--- config.mk ---
export PLATFORM = sky130hd
export DESIGN_NAME = clk_gen_scheduler
export DESIGN_NICKNAME = d
export VERILOG_FILES = /design/src/rtl/clk_gen_scheduler.sv
export SDC_FILE = /design/constraint.sdc
export NUM_CORES = 1
export LEC_CHECK = 0
export BUFFER_PORTS_ARGS = -buffer_cell sky130_fd_sc_hd__buf_2
export CORE_MARGIN = 2
export CORE_UTILIZATION = 45
export DETAILED_ROUTE_END_ITERATION = 8
export GPL_ROUTABILITY_DRIVEN = 0
export SYNTH_ARGS = -nofsm -noshare
export SYNTH_HDL_FRONTEND = slang
export SYNTH_SLANG_ARGS = --single-unit
--- constraint.sdc ---
create_clock -name clk -period 5.1 [get_ports clk]
set_input_delay 1.275 -clock clk [delete_from_list [all_inputs] [get_ports clk]]
set_output_delay 1.275 -clock clk [all_outputs]
set_load 0.05 [all_outputs]
--- src/rtl/clk_gen_scheduler.sv ---
// Programmable divided-clock burst generator: accepts a start request with period,
// burst length and start delay, then issues tick/clk_out for the requested half periods.
module clk_gen_scheduler #(
  parameter int CNT_WIDTH  = 32,
  parameter int TICK_WIDTH = 24
) (
  input  logic                  clk,
  input  logic                  reset_n,
  input  logic [CNT_WIDTH-1:0]  cfg_unit,
  input  logic [TICK_WIDTH-1:0] cfg_ticks,
  input  logic [CNT_WIDTH-1:0]  cfg_delay,
  input  logic                  start,
  input  logic                  abort,
  output logic                  busy,
  output logic                  done,
  output logic                  aborted,
  output logic                  err_cfg,
  output logic                  tick,
  output logic                  clk_out,
  output logic [TICK_WIDTH-1:0] tick_count
);

  typedef enum logic [1:0] {S_IDLE, S_DELAY, S_RUN, S_DONE} state_t;

  state_t                r_state, w_state_nxt;
  logic [CNT_WIDTH-1:0]  r_cnt, w_cnt_nxt;
  logic [CNT_WIDTH-1:0]  r_unit, w_unit_nxt;
  logic [CNT_WIDTH-1:0]  r_delay, w_delay_nxt;
  logic [TICK_WIDTH-1:0] r_ticks, w_ticks_nxt;
  logic [TICK_WIDTH-1:0] r_tick_count, w_tick_count_nxt;
  logic                  r_busy, r_done, r_aborted, r_err_cfg, r_tick, r_clk_out;
  logic                  w_done_nxt, w_aborted_nxt, w_err_cfg_nxt, w_tick_nxt, w_clk_out_nxt;

  // Next-state and next-output logic; all status outputs are pulses unless set here.
  always_comb begin
    w_state_nxt      = r_state;
    w_cnt_nxt        = r_cnt;
    w_unit_nxt       = r_unit;
    w_delay_nxt      = r_delay;
    w_ticks_nxt      = r_ticks;
    w_tick_count_nxt = r_tick_count;
    w_clk_out_nxt    = r_clk_out;
    w_done_nxt       = 1'b0;
    w_aborted_nxt    = 1'b0;
    w_err_cfg_nxt    = 1'b0;
    w_tick_nxt       = 1'b0;
    case (r_state)
      S_IDLE: begin
        if (start && !abort) begin
          if ((cfg_unit == {CNT_WIDTH{1'b0}}) || (cfg_ticks == {TICK_WIDTH{1'b0}})) begin
            w_err_cfg_nxt = 1'b1;
          end else begin
            w_unit_nxt       = cfg_unit;
            w_ticks_nxt      = cfg_ticks;
            w_delay_nxt      = cfg_delay;
            w_cnt_nxt        = {CNT_WIDTH{1'b0}};
            w_tick_count_nxt = {TICK_WIDTH{1'b0}};
            w_clk_out_nxt    = 1'b0;
            w_state_nxt      = (cfg_delay != {CNT_WIDTH{1'b0}}) ? S_DELAY : S_RUN;
          end
        end else begin
          w_state_nxt = S_IDLE;
        end
      end
      S_DELAY: begin
        if (abort) begin
          w_state_nxt   = S_IDLE;
          w_aborted_nxt = 1'b1;
          w_clk_out_nxt = 1'b0;
          w_cnt_nxt     = {CNT_WIDTH{1'b0}};
        end else if (r_cnt == (r_delay - CNT_WIDTH'(1))) begin
          w_state_nxt = S_RUN;
          w_cnt_nxt   = {CNT_WIDTH{1'b0}};
        end else begin
          w_cnt_nxt = r_cnt + CNT_WIDTH'(1);
        end
      end
      S_RUN: begin
        // Abort outranks the final tick, so a coincident abort leaves tick_count unincremented.
        if (abort) begin
          w_state_nxt   = S_IDLE;
          w_aborted_nxt = 1'b1;
          w_clk_out_nxt = 1'b0;
          w_cnt_nxt     = {CNT_WIDTH{1'b0}};
        end else if (r_cnt == r_unit) begin
          w_cnt_nxt        = {CNT_WIDTH{1'b0}};
          w_tick_nxt       = 1'b1;
          w_tick_count_nxt = r_tick_count + TICK_WIDTH'(1);
          if (r_tick_count == (r_ticks - TICK_WIDTH'(1))) begin
            w_state_nxt   = S_DONE;
            w_done_nxt    = 1'b1;
            w_clk_out_nxt = 1'b0;
          end else begin
            w_clk_out_nxt = ~r_clk_out;
          end
        end else begin
          w_cnt_nxt = r_cnt + CNT_WIDTH'(1);
        end
      end
      S_DONE: begin
        w_state_nxt = S_IDLE;
      end
      default: begin
        w_state_nxt   = S_IDLE;
        w_clk_out_nxt = 1'b0;
      end
    endcase
  end

  // State, latched configuration and registered outputs.
  always_ff @(posedge clk or negedge reset_n) begin
    if (!reset_n) begin
      r_state      <= S_IDLE;
      r_cnt        <= {CNT_WIDTH{1'b0}};
      r_unit       <= {CNT_WIDTH{1'b0}};
      r_delay      <= {CNT_WIDTH{1'b0}};
      r_ticks      <= {TICK_WIDTH{1'b0}};
      r_tick_count <= {TICK_WIDTH{1'b0}};
      r_busy       <= 1'b0;
      r_done       <= 1'b0;
      r_aborted    <= 1'b0;
      r_err_cfg    <= 1'b0;
      r_tick       <= 1'b0;
      r_clk_out    <= 1'b0;
    end else begin
      r_state      <= w_state_nxt;
      r_cnt        <= w_cnt_nxt;
      r_unit       <= w_unit_nxt;
      r_delay      <= w_delay_nxt;
      r_ticks      <= w_ticks_nxt;
      r_tick_count <= w_tick_count_nxt;
      r_busy       <= (w_state_nxt != S_IDLE);
      r_done       <= w_done_nxt;
      r_aborted    <= w_aborted_nxt;
      r_err_cfg    <= w_err_cfg_nxt;
      r_tick       <= w_tick_nxt;
      r_clk_out    <= w_clk_out_nxt;
    end
  end

  assign busy       = r_busy;
  assign done       = r_done;
  assign aborted    = r_aborted;
  assign err_cfg    = r_err_cfg;
  assign tick       = r_tick;
  assign clk_out    = r_clk_out;
  assign tick_count = r_tick_count;

endmodule

Word-level counts from Yosys, hierarchy flattened:

Cells that the tools add are included.

* register bits after elaboration: 152
* bits in latches: 0
* RAM bits: 0
* memory bits (read-only): 0
* input port bits: 92
* output and inout bits: 30
* logic and storage cells: 85
* memories kept: 0

* add/subtract/negate cells: 4
* multipliers: 0
* divide/modulo/power cells: 0
* $lt $le $gt $ge: 0
* equal/unequal tests: 12
* shift-type cells: 0
* multiplexer cells: 40
* bitwise logic cells: 2
* reduce and logical (&&, ||, !) cells: 15

Operators by type and width (count)
* $mux 32: 6
* $mux 24: 4
* $pmux 32 s3: 1
* $eq 32x32->1: 2
* $pmux 24 s2: 1
* $add 32x1->32 const B: 1
* $logic_not 32->1: 1
* $reduce_bool 32->1: 1
* $sub 32x1->32 const B: 1
* $add 24x1->24 const B: 1
* $eq 24x24->1: 1
* $logic_not 24->1: 1
* $sub 24x1->24 const B: 1
* $mux 1: 18
* $mux 2: 8
* $ne 2x2->1 const B: 5
* $reduce_and 5->1: 2
* $pmux 2 s4: 1
* $reduce_and 3->1: 2
* $eq 2x2->1 const B: 2
* $reduce_bool 2->1: 2
* $ne 3x3->1 const B: 1
* $pmux 1 s3: 1
* $reduce_bool 3->1: 1
* 7 further kinds: 8

Longest topological paths before layout:

* depth in word-level cells: 7
* depth in mapped cells: 12
* gate-level depth less buffers: 10

Least setup slack after synthesis:

OpenSTA, ideal clock, no wires.

* path type: input port to flip-flop
* from: in cfg_ticks[0]
* to: reg r_ticks[10]
* setup time: 0.125 ns
* data arrival time: 3.175 ns
* required time: 4.975 ns
* path slack: 1.800 ns
* stages on the path: 7
* path buffers: 2
* cells stage by stage: nor4_1 > nand4_1 > o22ai_1 > nor4_1 > clkbuf_1 > clkbuf_1 > mux2_2

* cells in the longest elaborated chain, start to end: 4

RTL lines
* start: declaration: line 10 `input logic [TICK_WIDTH-1:0] cfg_ticks,`
* $logic_not 24->1: line 50 `if ((cfg_unit == {CNT_WIDTH{1'b0}}) || (cfg_ticks == {TICK_WIDTH{1'b0}})) begin`
* $logic_or 1x1->1: line 50
* $not 1->1 (no source line)
* $reduce_and 3->1 (no source line)
* end signal: assignment: line 117 `r_ticks <= {TICK_WIDTH{1'b0}};`
* end signal: assignment: line 130 `r_ticks <= w_ticks_nxt;`
* end: declaration: line 29 `logic [TICK_WIDTH-1:0] r_ticks, w_ticks_nxt;`

Every way passes these cells.
A chain may end at the register's enable or synchronous reset.

Worst setup path after layout:

* from: reg r_delay[2]
* to: reg r_cnt[16]

* cells in the longest elaborated chain, start to end: 5

RTL lines
* start: declaration: line 28 `logic [CNT_WIDTH-1:0] r_delay, w_delay_nxt;`
* start signal: assignment: line 116 `r_delay <= {CNT_WIDTH{1'b0}};`
* start signal: assignment: line 129 `r_delay <= w_delay_nxt;`
* $sub 32x1->32: line 71 `end else if (r_cnt == (r_delay - CNT_WIDTH'(1))) begin`
* $eq 32x32->1: line 71
* $mux 32: line 71
* $mux 32: line 66 `if (abort) begin`
* $pmux 32 s3: line 47 `case (r_state)`
* end signal: assignment: line 114 `r_cnt <= {CNT_WIDTH{1'b0}};`
* end signal: assignment: line 127 `r_cnt <= w_cnt_nxt;`
* end: declaration: line 26 `logic [CNT_WIDTH-1:0] r_cnt, w_cnt_nxt;`

Every way passes these cells.

==> metrics.yaml <==
final_cell_mix: "dfrtp_1, buf_2, nand2_1, mux2_2, xnor2_1"
num_antenna_cells: 0
wl_per_cell_um: 18.4
fin_crit_sh: 0.780
multi_input_area_um2: 5560
clockRootBuffer: "clkbuf_16"
ys.flop_type: "dfrtp_1"
antenna_found_initial: 0
cts.sinks: 152
drtAntennaViolNets: 0
synth_edf_count: 0
synth_area_um2: 9830
clk_pin_slew_ns: 0.06
hp-class: "reg -> reg"
drive_gt1_frac: 0.249
hpwl_um: 19200
dieArea_um2: 23000
grt_overflow: 0
drv_slew: 0
insertion_delay_ns: 0.44
fmaxAchievable_mhz: 251
via_per_inst: 5.86
drt_pre_antenna_iters: 5
final_common_cell: "dfrtp_1"
start_kind: "flip-flop"
cp-end-kind: "flip-flop"
pin_count: 122
timing.reg2reg.setup_slack_ns: 1.12
async_reset_ff_frac: 1.00
max-cap-violations: 0
fin_nets: 1242
p_leak_uw: 0.00455
initial_core_util: 0.455
synth.distinct_cells: 71
die_y_um: 152
area_growth_pct: 14.6
preCtsSetupSlack_ns: 0.993
ir_drop_uv: 216
required_ns: 5.39
hold_buffers: 0
regArea_um2: 3800
rsz0062_at_grt: "no"
critPathMaxFanout: 16
grt.total_usage: 0.230
syn_inst: 1058
num_vias: 8410
crit_arrival_ns: 4.27
synth-seq-cells: 152
cts_tree: "yes"
post_cts_buffers: 0
cts-resized-gates: 0
portBuffers: 121
n_fill_cell: 2051
setup_violations: 0
fin_worst_skew_ns: 0.00895
outcome: "completed"
fin_tns_setup_ns: 0
p_per_area_nw_per_um2: 308
grt_pass1_vias: 7887
finalWirelength_um: 26400
fin_crit_ns: 3.98
grt_pass1_wl_um: 43200
drt_iter0_drc: 786
yosysWarnings: 0
chipWidth_um: 152
seq_area_frac_synth: 0.387
cts_buffers: 17
fin_ws_ns: 1.12
avgSynthCellArea_um2: 9.29
num_rows: 54
hold_violations: 0
drc: 0
design_area_um2: 11300
worstMarginPinSlew_ns: 0.930
relSlewSlack: 0.374
place_area_um2: 10600
fp.coreArea_um2: 21600
clock_path_buffers: 2
synth_fp_nets: 1159
grt_max_degree: 89
htreeDepth: 4
critical_path_class: "reg -> reg"
-- final cells by class --
class / count / share of cell area
clock buffer: 20 / 0.0414
clock inverter: 12 / 0.0145
inverter: 50 / 0.0167
multi-input combinational: 786 / 0.494
sequential: 152 / 0.337
tap: 280 / 0.0311
timing repair buffer: 134 / 0.0652
-- worst max-delay path: stages, from the launching register on --
cell,delay (ns)
dfrtp_1,0.51
nor4_4,0.59
nand2_1,0.29
or3_1,0.38
a211oi_1,0.33
nand4_1,0.14
or4_1,0.90
a21boi_2,0.54
o21ai_0,0.16
-- flip-flops by register name, indices dropped and copies added, names as in the netlist --
signal      flops
err_cfg         1
clk_out         1
r_unit         32
r_ticks        24
tick            1
r_cnt          32
r_state         2
busy            1
aborted         1
tick_count     24
done            1
r_delay        32
-- routing by layer --
layer | vias to the layer above | part of all wire | track usage
li1 | 4089 | - | -
met1 | 4050 | 0.51 | 0.364
met2 | 251 | 0.42 | 0.331
met3 | 20 | 0.053 | 0.0348
met4 | 0 | 0.011 | 0.0521
met5 | - | 0 | 0
-- cells in the mapped netlist (9+ instances only) --
| cell type | number | area, um^2 |
|---|---|---|
| o21ai_0 | 32 | 160 |
| nand2_1 | 93 | 349 |
| ha_1 | 9 | 113 |
| dfrtp_1 | 152 | 3800 |
| nor4_1 | 48 | 300 |
| o22ai_1 | 29 | 181 |
| nor2_1 | 44 | 165 |
| and3_1 | 12 | 75.1 |
| mux2_2 | 80 | 901 |
| nand2b_1 | 14 | 87.6 |
| nor3_1 | 35 | 175 |
| or4_1 | 10 | 75.1 |
| or3_1 | 9 | 56.3 |
| a31o_2 | 21 | 184 |
| nand3_1 | 35 | 175 |
| a22o_1 | 15 | 131 |
| a21oi_1 | 14 | 70.1 |
| inv_1 | 49 | 184 |
| clkbuf_1 | 59 | 221 |
| a31oi_1 | 23 | 144 |
| xor2_1 | 29 | 254 |
| xnor2_1 | 71 | 622 |
| nand4_1 | 43 | 269 |
-- stage by stage --
stage	hold slack, ns	power [uW]	instances	util
2_1_floorplan	0.501	1930	1058	-
3_3_place_gp	0.511	2120	1402	0.492
3_5_place_dp	0.519	2130	1402	0.492
4_1_cts	0.534	3500	1434	0.521
5_1_grt	0.551	3650	1434	0.521
6_report	0.528	3470	1434	0.521
-- power by group --
| group | total, uW | internal, uW | switching (uW) |
|---|---|---|---|
| clock network | 1360 | 816 | 544 |
| logic | 606 | 315 | 290 |
| registers | 1510 | 1330 | 174 |
| total | 3470 | 2460 | 1010 |
-- kinds of logic after synthesis --
logic type               count (synthesis)  share of synthesized area
multiplexers                            88                     0.0998
flip-flops                             152                      0.387
AND/OR/NAND/NOR                        391                      0.217
XOR/XNOR                               101                     0.0914
adder cells (fa/ha/maj)                  9                     0.0115
AO/OA/AOI/OAI                          197                      0.145
buffers and inverters                  120                     0.0482
-- worst paths after layout --
kind / startpoint / end / cells after the start
max reg2reg: r_delay[2] / r_cnt[16] / 8
max: r_delay[2] / r_cnt[16] / 8
max in group asynchronous: reset_n / r_delay[13] / 2
min in group asynchronous: reset_n / tick_count[22] / 1
min reg2reg: r_unit[4] / r_unit[4] / 1
min: r_unit[4] / r_unit[4] / 1
No activity file was read; power rests on OpenSTA's default activity.
